$ cat config.mk
export PLATFORM = sky130hd
export DESIGN_NAME = dma_block_mover
export DESIGN_NICKNAME = d
export VERILOG_FILES = /design/src/rtl/dma_block_mover.sv
export SDC_FILE = /design/constraint.sdc
export NUM_CORES = 1
export LEC_CHECK = 0
export CAP_MARGIN = 20
export CORE_MARGIN = 1
export CORE_UTILIZATION = 25
export DETAILED_ROUTE_END_ITERATION = 12
export SLEW_MARGIN = 0
export SYNTH_ARGS = -nofsm -noshare
export SYNTH_HDL_FRONTEND = slang
export SYNTH_SLANG_ARGS = --single-unit
$ cat constraint.sdc
create_clock -name clk -period 1.8 [get_ports clk]
set_input_delay 0.45 -clock clk [delete_from_list [all_inputs] [get_ports clk]]
set_output_delay 0.45 -clock clk [all_outputs]
set_load 0.05 [all_outputs]
$ cat src/rtl/dma_block_mover.sv
// ============================================================================
// dma_block_mover : block-copy DMA master staging each word through fifo_reg
// Rev 1.0
// ============================================================================
`default_nettype none

module dma_block_mover #(
  parameter int CNT_W   = 8,
  parameter int SRC_INC = 1,
  parameter int DST_INC = 1
) (
  input  logic             clk,
  input  logic             rst_n,
  input  logic             start_i,
  input  logic [15:0]      src_addr_i,
  input  logic [15:0]      dst_addr_i,
  input  logic [CNT_W-1:0] word_cnt_i,
  input  logic             prio_i,
  output logic             busy_o,
  output logic             done_o,
  output logic             error_o,
  output logic [14:0]      dma_addr_o,
  output logic [15:0]      dma_din_o,
  output logic             dma_en_o,
  output logic [1:0]       dma_we_o,
  output logic             dma_priority_o,
  output logic             dma_wkup_o,
  input  logic [15:0]      dma_dout_i,
  input  logic             dma_ready_i,
  input  logic             dma_resp_i,
  output logic             fifo_en_o,
  output logic             fifo_wr_rd_o,
  output logic [15:0]      fifo_din_o,
  input  logic [15:0]      fifo_dout_i,
  input  logic             fifo_flag_i
);

  typedef enum logic [3:0] {
    S_IDLE    = 4'd0,
    S_RD_REQ  = 4'd1,
    S_RD_DATA = 4'd2,
    S_BUF_WR  = 4'd3,
    S_BUF_CHK = 4'd4,
    S_BUF_RD  = 4'd5,
    S_WR_REQ  = 4'd6,
    S_WR_RESP = 4'd7,
    S_DONE    = 4'd8
  } state_t;

  localparam logic [15:0]      C_SRC_STEP = (SRC_INC != 0) ? 16'd2 : 16'd0;
  localparam logic [15:0]      C_DST_STEP = (DST_INC != 0) ? 16'd2 : 16'd0;
  localparam logic [CNT_W-1:0] C_CNT_ONE  = CNT_W'(1);

  state_t           state_q;
  logic [15:0]      src_q, dst_q;
  logic [CNT_W-1:0] cnt_q;
  logic             prio_q, error_q, done_q;
  logic [14:0]      dma_addr_q;
  logic [15:0]      dma_din_q, fifo_din_q;
  logic             dma_en_q, fifo_en_q, fifo_wr_rd_q;
  logic [1:0]       dma_we_q;

  logic [15:0]      src_d, dst_d;
  logic [CNT_W-1:0] cnt_d;

  assign src_d = src_q + C_SRC_STEP;
  assign dst_d = dst_q + C_DST_STEP;
  assign cnt_d = cnt_q - C_CNT_ONE;

  // Every bus/buffer output is registered and only asserted on entry to its state.
  always_ff @(posedge clk) begin
    if (!rst_n) begin
      state_q      <= S_IDLE;
      src_q        <= '0;
      dst_q        <= '0;
      cnt_q        <= '0;
      prio_q       <= 1'b0;
      error_q      <= 1'b0;
      done_q       <= 1'b0;
      dma_addr_q   <= '0;
      dma_din_q    <= '0;
      dma_en_q     <= 1'b0;
      dma_we_q     <= 2'b00;
      fifo_en_q    <= 1'b0;
      fifo_wr_rd_q <= 1'b0;
      fifo_din_q   <= '0;
    end else begin
      done_q       <= 1'b0;
      dma_en_q     <= 1'b0;
      dma_we_q     <= 2'b00;
      dma_addr_q   <= '0;
      fifo_en_q    <= 1'b0;
      fifo_wr_rd_q <= 1'b0;
      case (state_q)
        S_IDLE: begin
          if (start_i) begin
            src_q   <= src_addr_i;
            dst_q   <= dst_addr_i;
            cnt_q   <= word_cnt_i;
            prio_q  <= prio_i;
            error_q <= 1'b0;
            if (word_cnt_i == '0) begin
              state_q <= S_DONE;
              done_q  <= 1'b1;
            end else begin
              state_q    <= S_RD_REQ;
              dma_en_q   <= 1'b1;
              dma_addr_q <= src_addr_i[15:1];
            end
          end
        end
        S_RD_REQ: begin
          if (dma_ready_i) begin
            state_q <= S_RD_DATA;
          end else begin
            dma_en_q   <= 1'b1;
            dma_addr_q <= src_q[15:1];
          end
        end
        S_RD_DATA: begin
          if (dma_resp_i) begin
            error_q <= 1'b1;
            done_q  <= 1'b1;
            state_q <= S_DONE;
          end else begin
            fifo_din_q   <= dma_dout_i;
            fifo_en_q    <= 1'b1;
            fifo_wr_rd_q <= 1'b1;
            state_q      <= S_BUF_WR;
          end
        end
        S_BUF_WR: state_q <= S_BUF_CHK;
        S_BUF_CHK: begin
          if (!fifo_flag_i) begin
            error_q <= 1'b1;
            done_q  <= 1'b1;
            state_q <= S_DONE;
          end else begin
            fifo_en_q <= 1'b1;
            state_q   <= S_BUF_RD;
          end
        end
        S_BUF_RD: begin
          dma_din_q  <= fifo_dout_i;
          dma_en_q   <= 1'b1;
          dma_we_q   <= 2'b11;
          dma_addr_q <= dst_q[15:1];
          state_q    <= S_WR_REQ;
        end
        S_WR_REQ: begin
          if (dma_ready_i) begin
            state_q <= S_WR_RESP;
          end else begin
            dma_en_q   <= 1'b1;
            dma_we_q   <= 2'b11;
            dma_addr_q <= dst_q[15:1];
          end
        end
        S_WR_RESP: begin
          if (dma_resp_i) begin
            error_q <= 1'b1;
            done_q  <= 1'b1;
            state_q <= S_DONE;
          end else begin
            cnt_q <= cnt_d;
            src_q <= src_d;
            dst_q <= dst_d;
            if (cnt_q == C_CNT_ONE) begin
              done_q  <= 1'b1;
              state_q <= S_DONE;
            end else begin
              dma_en_q   <= 1'b1;
              dma_addr_q <= src_d[15:1];
              state_q    <= S_RD_REQ;
            end
          end
        end
        S_DONE:  state_q <= S_IDLE;
        default: state_q <= S_IDLE;
      endcase
    end
  end

  assign busy_o         = (state_q != S_IDLE);
  assign done_o         = done_q;
  assign error_o        = error_q;
  assign dma_addr_o     = dma_addr_q;
  assign dma_din_o      = dma_din_q;
  assign dma_en_o       = dma_en_q;
  assign dma_we_o       = dma_we_q;
  assign dma_priority_o = prio_q;
  assign dma_wkup_o     = busy_o;
  assign fifo_en_o      = fifo_en_q;
  assign fifo_wr_rd_o   = fifo_wr_rd_q;
  assign fifo_din_o     = fifo_din_q;

endmodule

`default_nettype wire
# Word-level counts from Yosys, hierarchy flattened
# Cells that the tools add are included.
[totals] ff_bits=99
[classes] n_mux=47 eq_ne=14 bitwise_logic=1 n_addsub=3 n_reduce_logical=13
[op_table] op="2-to-1 mux 15 bit" n=6
[op_table] op="case mux 15 bit (5 select lines)" n=1
[op_table] op="2-to-1 mux 16 bit" n=4
[op_table] op="case mux 16 bit (2 select lines)" n=2
[op_table] op="adder 16 x 2 -> 16 bit (second input constant)" n=2
[op_table] op="2-to-1 mux 4 bit" n=8
[op_table] op="case mux 4 bit (8 select lines)" n=1
[op_table] op="equality test 4 x 3 -> 1 bit (second input constant)" n=4
[op_table] op="2-to-1 mux 1 bit" n=16
[op_table] op="2-to-1 mux 8 bit" n=2
[op_table] op="case mux 8 bit (2 select lines)" n=1
[op_table] op="inequality test 2 bit (second input constant)" n=5
[op_table] op="equality test 4 x 2 -> 1 bit (second input constant)" n=2
[op_table] op="equality test 8 x 1 -> 1 bit (second input constant)" n=1
[op_table] op="zero test 8 bit" n=1
[op_table] op="case mux 1 bit (4 select lines)" n=2
[op_table] op="subtractor 8 x 1 -> 8 bit (second input constant)" n=1
[op_table] op="AND reduction 2 bit" n=3
[op_table] op="AND reduction 3 bit" n=2
[op_table] op="equality test 4 x 1 -> 1 bit (second input constant)" n=1
[op_table] op="zero test 4 bit" n=1
[op_table] op="case mux 2 bit (2 select lines)" n=1
[op_table] op="AND reduction 4 bit" n=1
[op_table] op="nonzero test 4 bit" n=1
[op_table] op="other kinds (8)" n=9

# Logic depth before layout (Yosys ltp)
[depth] ltp_word=4 ltp_mapped=8 ltp_nobuf=5

# Least setup slack after synthesis
# Ideal clock, no wire load.
[synth_path] path_type="register -> register" from="register state_q[3]" to="register dma_addr_q[12], in the netlist dma_addr_o[12]" t_arrival_ps=1748 path_slack_ps=-24 n_path_buf=1 path_stages_with_launch=6 setup_ps=76 t_required_ps=1724 path_cell_list="dfxtp_1 > or4_4 > a211oi_2 > buf_6 > a222oi_1 > o22ai_1"
[synth_via] elab_chain_cells=2 word_cells_on_any_way=6 cone_classes="eq/ne (4); mux (1); reduce/logical (1)"
[synth_rtl] item="from (decl)" line_no="54" rtl="state_t state_q;"
[synth_rtl] item="from (signal assigned)" line_no="73" rtl="state_q <= S_IDLE;"
[synth_rtl] item="from (signal assigned)" line_no="103" rtl="state_q <= S_DONE;"
[synth_rtl] item="from (signal assigned)" line_no="106" rtl="state_q <= S_RD_REQ;"
[synth_rtl] item="equality test 4 x 3 -> 1 bit (tied with other cells)" line_no="94" rtl="case (state_q)"
[synth_rtl] item="case mux 15 bit (5 select lines) (*)" line_no="94"
[synth_rtl] item="to (signal assigned)" line_no="108" rtl="dma_addr_q <= src_addr_i[15:1];"
[synth_rtl] item="to (signal assigned)" line_no="117" rtl="dma_addr_q <= src_q[15:1];"
[synth_rtl] item="to (signal assigned)" line_no="147" rtl="dma_addr_q <= dst_q[15:1];"
[synth_rtl] item="to (decl)" line_no="58" rtl="logic [14:0] dma_addr_q;"
# Mark *: on every way between the ends. The rest lies on a longest branch, timed or not.
# A chain may end at the register's enable or synchronous reset.

# Worst setup path after layout
[layout_path] from="register state_q[1]" to="output port busy_o"
[layout_via] elab_chain_cells=1
[layout_rtl] item="nonzero test 4 bit" line_no="184" rtl="assign busy_o = (state_q != S_IDLE);"
[layout_rtl] item="to (decl)" line_no="19" rtl="output logic busy_o,"
# Every way passes these cells.

==> flow_metrics.env <==
export IMPL_post_cts_hold_buffer_count=0
export IMPL_grt_pass1_wl_um=26150
export IMPL_worst_hold_path_type="reg2reg"
export IMPL_antenna_cells=0
export IMPL_critPathCaptureType="output pin"
export IMPL_leakagePower_nw=2.994
export IMPL_vias_per_cell=5.018
export IMPL_netlist_area_leader_share_pct=39.11
export IMPL_start_util_pct=25.92
export IMPL_route_vias_total=5389
export IMPL_post_route_period_util_pct=108.8
export IMPL_hold_viol=0
export IMPL_switching_share_pct=30.87
export IMPL_placement_rows=50
export IMPL_cts_root_buf="sky130_fd_sc_hd__clkbuf_16"
export IMPL_clk_pin_slew_ns=0.07
export IMPL_timing_clock_skew_ns=0.008137
export IMPL_dr_pass1_iters=7
export IMPL_count_of_state_elements_after_synthesis=96
export IMPL_critPathArrivalTime_ns=1.51
export IMPL_postSynth_asyncResetShare_pct=0
export IMPL_layout_area_overhead_vs_synth_pct=59.38
export IMPL_num_io_pins=136
export IMPL_rsz0062_at_grt="yes"
export IMPL_cells_after_synth=614
export IMPL_synth_seq_area_share_pct=39.11
export IMPL_post_route_cells_drive_above_1_share_pct=29.98
export IMPL_design_core_area_sq_um=18960
export IMPL_drt_iter0_markers=516
export IMPL_die_height_um=142.2
export IMPL_grt_usage_pct=16.58
export IMPL_cts_tree="built"
export IMPL_synth_area_per_cell_sq_um=8.002
export IMPL_fin_crit_ns=1.959
export IMPL_postRouteAntennaNets=0
export IMPL_synth_edff_count=0
export IMPL_clkPwrFrac_pct=32.8
export IMPL_floorplan_die_area_sq_um=20220
export IMPL_synthDistinctLibCells=64
export IMPL_syn_cell_area_sq_um=4913
export IMPL_p_int_w=0.004699
export IMPL_failed_checks="negative setup slack"
export IMPL_synth_top_cells_by_area="sky130_fd_sc_hd__dfxtp_1 (39%), sky130_fd_sc_hd__nand2_1 (7.9%), sky130_fd_sc_hd__a21oi_1 (7.1%), sky130_fd_sc_hd__o21ai_0 (4.0%), sky130_fd_sc_hd__a222oi_1 (2.6%)"
export IMPL_crit_required_ns=1.35
export IMPL_grt_pass1_vias=4909
export IMPL_timing_slew_headroom_pct=65.07
export IMPL_numClockSinks=96
export IMPL_estimated_wirelength_of_the_detail_placed_design_um=11680
export IMPL_final_seq_area_sq_um=1927
export IMPL_cp_start_kind="flip-flop"
export IMPL_vdd_ir_drop_worst_mv=0.4853
export IMPL_synth_yosys_warnings=0
export IMPL_globalRoute_totalOverflow=0
export IMPL_maximum_level_of_the_cts_h_tree=3
export IMPL_gpl_wtd_cong=0.8725
export IMPL_p_seq_share_pct=36.1
export IMPL_drc_errors=0
export IMPL_antenna_found_initial=0
export IMPL_placement_cell_area_sq_um=6909
export IMPL_synth_largest_area_cell="sky130_fd_sc_hd__dfxtp_1"
export IMPL_final_critical_path_setup_slack_ns=-0.1588
export IMPL_power_per_cell_area_nw_per_um2=868.0
export IMPL_route_detailed_wl_per_inst_um=15.90
export IMPL_share_comb_of_total_power_pct=31.1
export IMPL_multi_input_area_sq_um=2945
export IMPL_timing_worst_slew_pin_value_ns=0.5191
export IMPL_cts_max_path_buffers=2
export IMPL_pin_count_of_the_biggest_net_entering_global_routing=70
export IMPL_drv_max_cap_violation_count=0
export IMPL_worstPathMaxFanout=3
export IMPL_power_w=0.006798
export IMPL_fmaxAchievable_mhz=510.5
export IMPL_postSynthNetCount=698
export IMPL_setup_tns_ns=-3.069
export IMPL_yosys_most_used_dff="sky130_fd_sc_hd__dfxtp_1"
export IMPL_fillerInstances=1892
export IMPL_io_buffer_count=133
export IMPL_cts_buffers_inserted=9
export IMPL_final_max_slew_viol_count=0
export IMPL_post_layout_inst_area_sq_um=7831
export IMPL_worst_setup_path_type="reg2out"
export IMPL_status="complete, but fails checks"
export IMPL_die_width_um=142.2
export IMPL_clkLatencyLatePin_ns=0.35
export IMPL_net_switching_power_w=0.002098
export IMPL_finalSetupViolCount=44
export IMPL_nNetsFinal=893
export IMPL_postRouteWirelength_um=17080
-- cell usage in the layout, fill, tap and decap left out, types with 6 or more instances in the layout --
cell / instances
sky130_fd_sc_hd__nand2b_1: 7
sky130_fd_sc_hd__a222oi_1: 13
sky130_fd_sc_hd__xnor2_1: 8
sky130_fd_sc_hd__nand3_1: 24
sky130_fd_sc_hd__o21ai_2: 20
sky130_fd_sc_hd__mux2i_1: 6
sky130_fd_sc_hd__clkbuf_16: 11
sky130_fd_sc_hd__clkdlybuf4s50_1: 67
sky130_fd_sc_hd__buf_6: 10
sky130_fd_sc_hd__nand2_1: 99
sky130_fd_sc_hd__dfxtp_1: 94
sky130_fd_sc_hd__inv_1: 8
sky130_fd_sc_hd__a22o_1: 10
sky130_fd_sc_hd__buf_4: 133
sky130_fd_sc_hd__o21ai_0: 14
sky130_fd_sc_hd__nor3_1: 12
sky130_fd_sc_hd__nor3b_1: 6
sky130_fd_sc_hd__o22ai_1: 7
sky130_fd_sc_hd__a21oi_1: 62
sky130_fd_sc_hd__nand4_1: 6
sky130_fd_sc_hd__and2_1: 7
sky130_fd_sc_hd__nor2_1: 29
sky130_fd_sc_hd__nor4_1: 9
sky130_fd_sc_hd__a32o_1: 12
sky130_fd_sc_hd__a21oi_2: 9
sky130_fd_sc_hd__buf_12: 9
-- cell type report --
| type | count | area share, % |
|---|---|---|
| repair buffers | 238 | 28.90 |
| multi-input cells | 455 | 37.61 |
| clock buffers | 10 | 2.924 |
| clock inverters | 6 | 1.374 |
| flip-flops and latches | 96 | 24.60 |
| inverters | 9 | 0.4314 |
| well taps | 260 | 4.154 |
-- sequential cells by signal (all words and copies together) (netlist names) --
| signal | cells |
|---|---|
| dma_din_o | 16 |
| fifo_din_o | 16 |
| dma_addr_o | 15 |
| dst_q | 15 |
| src_q | 15 |
| cnt_q | 8 |
| state_q | 4 |
| dma_en_o | 1 |
| dma_priority_o | 1 |
| dma_we_o | 1 |
| done_o | 1 |
| error_o | 1 |
| fifo_en_o | 1 |
| fifo_wr_rd_o | 1 |
-- power by group through the flow --
stage	combinational (W)	sequential (W)	clock [W]
global placement	0.00161	0.00249	0
floorplan	0.000768	0.00262	0
finish	0.00211	0.00246	0.00223
CTS	0.00189	0.00244	0.00228
global route	0.00224	0.00247	0.00235
detailed placement	0.00162	0.00249	0
-- per-stage QoR --
step / setup slack [ns] / util (%) / instances / hold WS [ns]
after floorplan: -0.002680 / - / 614 / 0.4539
after global placement: -0.5048 / 36.45 / 1039 / 0.4431
after detailed placement: -0.5091 / 36.45 / 1039 / 0.4466
after CTS: -0.1904 / 39.68 / 1067 / 0.4564
after global routing: -0.2094 / 41.31 / 1074 / 0.4708
final: -0.1588 / 41.31 / 1074 / 0.4542
-- cells in the mapped netlist (10+ instances only) --
master                     count
sky130_fd_sc_hd__nand2_1     103
sky130_fd_sc_hd__dfxtp_1      96
sky130_fd_sc_hd__a21oi_1      70
sky130_fd_sc_hd__o21ai_0      39
sky130_fd_sc_hd__clkbuf_1     31
sky130_fd_sc_hd__nor2_1       31
sky130_fd_sc_hd__nand3_1      25
sky130_fd_sc_hd__a222oi_1     13
sky130_fd_sc_hd__nor3_1       13
sky130_fd_sc_hd__a32o_1       12
sky130_fd_sc_hd__nor4_1       12
sky130_fd_sc_hd__a22o_1       10
-- worst paths after layout --
kind | from | endpoint | slack (ns) | cells after the start
worst min register to register | dma_din_o[3] | dma_din_o[3] | 0.45 | 2
worst max register to register | state_q[1] | cnt_q[0] | -0.13 | 8
worst max-delay path | state_q[1] | busy_o | -0.16 | 3
worst min-delay path | dma_din_o[3] | dma_din_o[3] | 0.45 | 2
-- cells by family after synthesis --
family | share of synthesized area, %
AND/OR/NAND/NOR | 23.17
multiplexers | 1.681
flip-flops | 39.11
adder cells (fa/ha/maj) | 1.273
AO/OA/AOI/OAI | 27.07
XOR/XNOR | 1.604
buffers and inverters | 6.086
-- routing by layer --
metal / vias to the layer above / track usage, % / wire length, um
met5: - / 0 / 0
met4: 0 / 5.150 / 276
met3: 22 / 2.692 / 915
met2: 185 / 26.08 / 8001
met1: 2533 / 23.06 / 7885
li1: 2649 / - / -
-- critical path, stage by stage, from the launching register on --
cell                      delay [ns]
sky130_fd_sc_hd__dfxtp_4        0.35
sky130_fd_sc_hd__or4_4          0.51
sky130_fd_sc_hd__buf_6          0.15
sky130_fd_sc_hd__buf_8          0.14
-- timing repair --
action | in CTS | in global routing
gates resized for setup | 47 | 68
buffers inserted | 8 | 6
cloned | 4 | 2
pin swaps | 15 | 38
endpoints found under the setup margin | 45 | 57
Note: power is estimated with default switching activity, not from simulation.
==> edit: new RTL, config.mk and constraints unchanged <==
The parameter `CNT_W` goes from 8 to 6.
--- a/src/rtl/dma_block_mover.sv
+++ b/src/rtl/dma_block_mover.sv
@@ -7,3 +7,3 @@
 module dma_block_mover #(
-  parameter int CNT_W   = 8,
+  parameter int CNT_W   = 6,
   parameter int SRC_INC = 1,
Ports: changed (resized word_cnt_i); port bits go from 136 to 134. No check against the original RTL was run, so the function may have changed too.
==> edit against the original RTL <==
- the run still ends with negative setup slack left
- combinational power up 7%
- via count down 4.8%
- routed wire length down 2.8%
- fmax up 6.2%
- synthesized area down 0.33%
- die area down 0.32%
- register-to-register slack better by 100 ps
- sequential power up 2%
- clock power down 5%
- power up 1.3%
- cell area down 7.1%
- count of clock-buffer cells in the layout up 1
- sequential cell count down 2
- worst setup slack better by 110 ps
- critical endpoint is now dma_wkup_o
- highest routed layer is now met5
==> edit: results (changes against the original RTL) <==
metric	value	unit	change
post-DR vias/cell	5.00		-0.43%
drt pass-1 iters	8		+1
Post-layout nets	843		-5.6%
slew margin rel.	71.0	%	+5.9 points
DP Area	0.00661	mm^2	-4.3%
gr usage total	16.3	%	-0.32 points
DRT iter0 DRCs	563		+9.1%
Worst IR Drop VDD	0.418	mV	-14%
crit-path max cell delay	340	ps	-170 ps
Setup WS post-layout	-44.1	ps	+115 ps
GPL Wtd Cong	0.813		-6.8%
layout cells sized above 1	23.9	%	-6.1 points
syn_nets	685		-1.9%
leakage power	2.79	nW	-6.7%
status	finished, violations left		
Yosys cell types	69		+7.8%
r2r setup slk	-30	ps	+100 ps
Psw	2.31	mW	+10%
endpoints failing setup	3		-93%
slowest stage cell, crit path	dfxtp_2		
Critical R2R Capture	src_q[9]		
area delta synth->final	48.5	%	
Worst Skew	11.9	ps	+3.79 ps
IO buf count	131		-1.5%
WP data arrival	1390	ps	-120 ps
register area share after synthesis	38.4	%	-0.69 points
cell family with most CP delay	buffers and inverters		
top post-synthesis cells by area	dfxtp_1 (38%), nand2_1 (8.0%), a21boi_0 (4.9%), a21oi_1 (3.5%), nand3_1 (3.2%)		
first-pass GRT wire length	25400	um	-2.9%
vias in the first global route	4735		-3.5%
hpwl dp	11000	um	-6.0%
largest net degree at the start of global routing	38		-46%
final WL	16600	um	-2.8%
initial antenna violation count	1		+1
Layout fillers	1960		+3.6%
failing checks	negative setup slack		
## edit: cell count changes in the layout (fill, tap and decap cells not counted), moves of 8 or more
cell | before | now
a21oi_2 | 9 | 1
o21ai_2 | 20 | 1
a22o_1 | 10 | 1
a21oi_1 | 62 | 33
a32o_1 | 12 | 1
a21boi_0 | 1 | 32
buf_4 | 133 | 106
## edit: area by class of cell
cell class,count,area share (%)
clock buffers,11,3.34
well taps,260,4.47
multi-input cells,445,38.6
repair buffers,201,25.8
flip-flops and latches,94,26.0
clock inverters,5,1.12
inverters,11,0.602
## edit: per-stage QoR
| step | setup WS [ps] | setup TNS [ps] | cells |
|---|---|---|---|
| 6_report | -44.1 | -118 | 1027 |
| 3_3_place_gp | -614 | -30950 | 1000 |
| 5_1_grt | -113 | -560 | 1027 |
| 4_1_cts | -71.6 | -143 | 1020 |
| 3_5_place_dp | -622 | -32880 | 1000 |
| 2_1_floorplan | -119 | -807 | 604 |
## edit: logic make-up (layout without fill, tap and decap cells)
logic type               after synthesis  count (layout)  share of synthesized area, %
flip-flops                            94              94                          38.4
buffers and inverters                 67             228                          6.67
AO/OA/AOI/OAI                        181             183                          26.8
AND/OR/NAND/NOR                      245             245                          24.7
multiplexers                           4               4                         0.843
XOR/XNOR                               9               9                          1.61
adder cells (fa/ha/maj)                4               4                          1.02
## edit: how the worst min path moves through the flow
stage	cells past startpoint	from	endpoint	slack (ps)
finish	2	fifo_din_o[5]	fifo_din_o[5]	460
global route	2	fifo_din_o[1]	fifo_din_o[1]	480
CTS	2	fifo_din_o[5]	fifo_din_o[5]	460
detailed placement	2	fifo_din_o[5]	fifo_din_o[5]	450
global placement	2	fifo_din_o[5]	fifo_din_o[5]	450
floorplan	2	cnt_q[4]	cnt_q[4]	450
## edit: power by group through the flow
stage | Clock (mW) | Sequential [mW] | Combinational (mW)
after CTS | 2.20 | 2.49 | 2.12
final | 2.12 | 2.50 | 2.26
after global routing | 2.30 | 2.53 | 2.42
after detailed placement | 0 | 2.53 | 1.95
after floorplan | 0 | 2.73 | 1.03
after global placement | 0 | 2.54 | 1.94
## edit: what timing repair did
item / CTS / global route
setup endpoints to repair: 56 / 51
resized for setup: 38 / 35
cloned: 1 / 4
endpoints found under the hold margin: 0 / 0
setup buffers: 5 / 4
pin swaps: 7 / 21
## edit: metal layers
layer	vias to the layer above	global-route usage [%]	share of wire (%)
met5	-	0	0.078
met4	2	3.57	1.1
met3	18	5.18	9.4
li1	2533	-	-
met1	2336	20.9	44
met2	242	26.5	45
## edit: worst min-delay path, stage by stage, from the launching register on
cell	delay, ps
dfxtp_1	310
nand2_1	50
a21boi_1	50
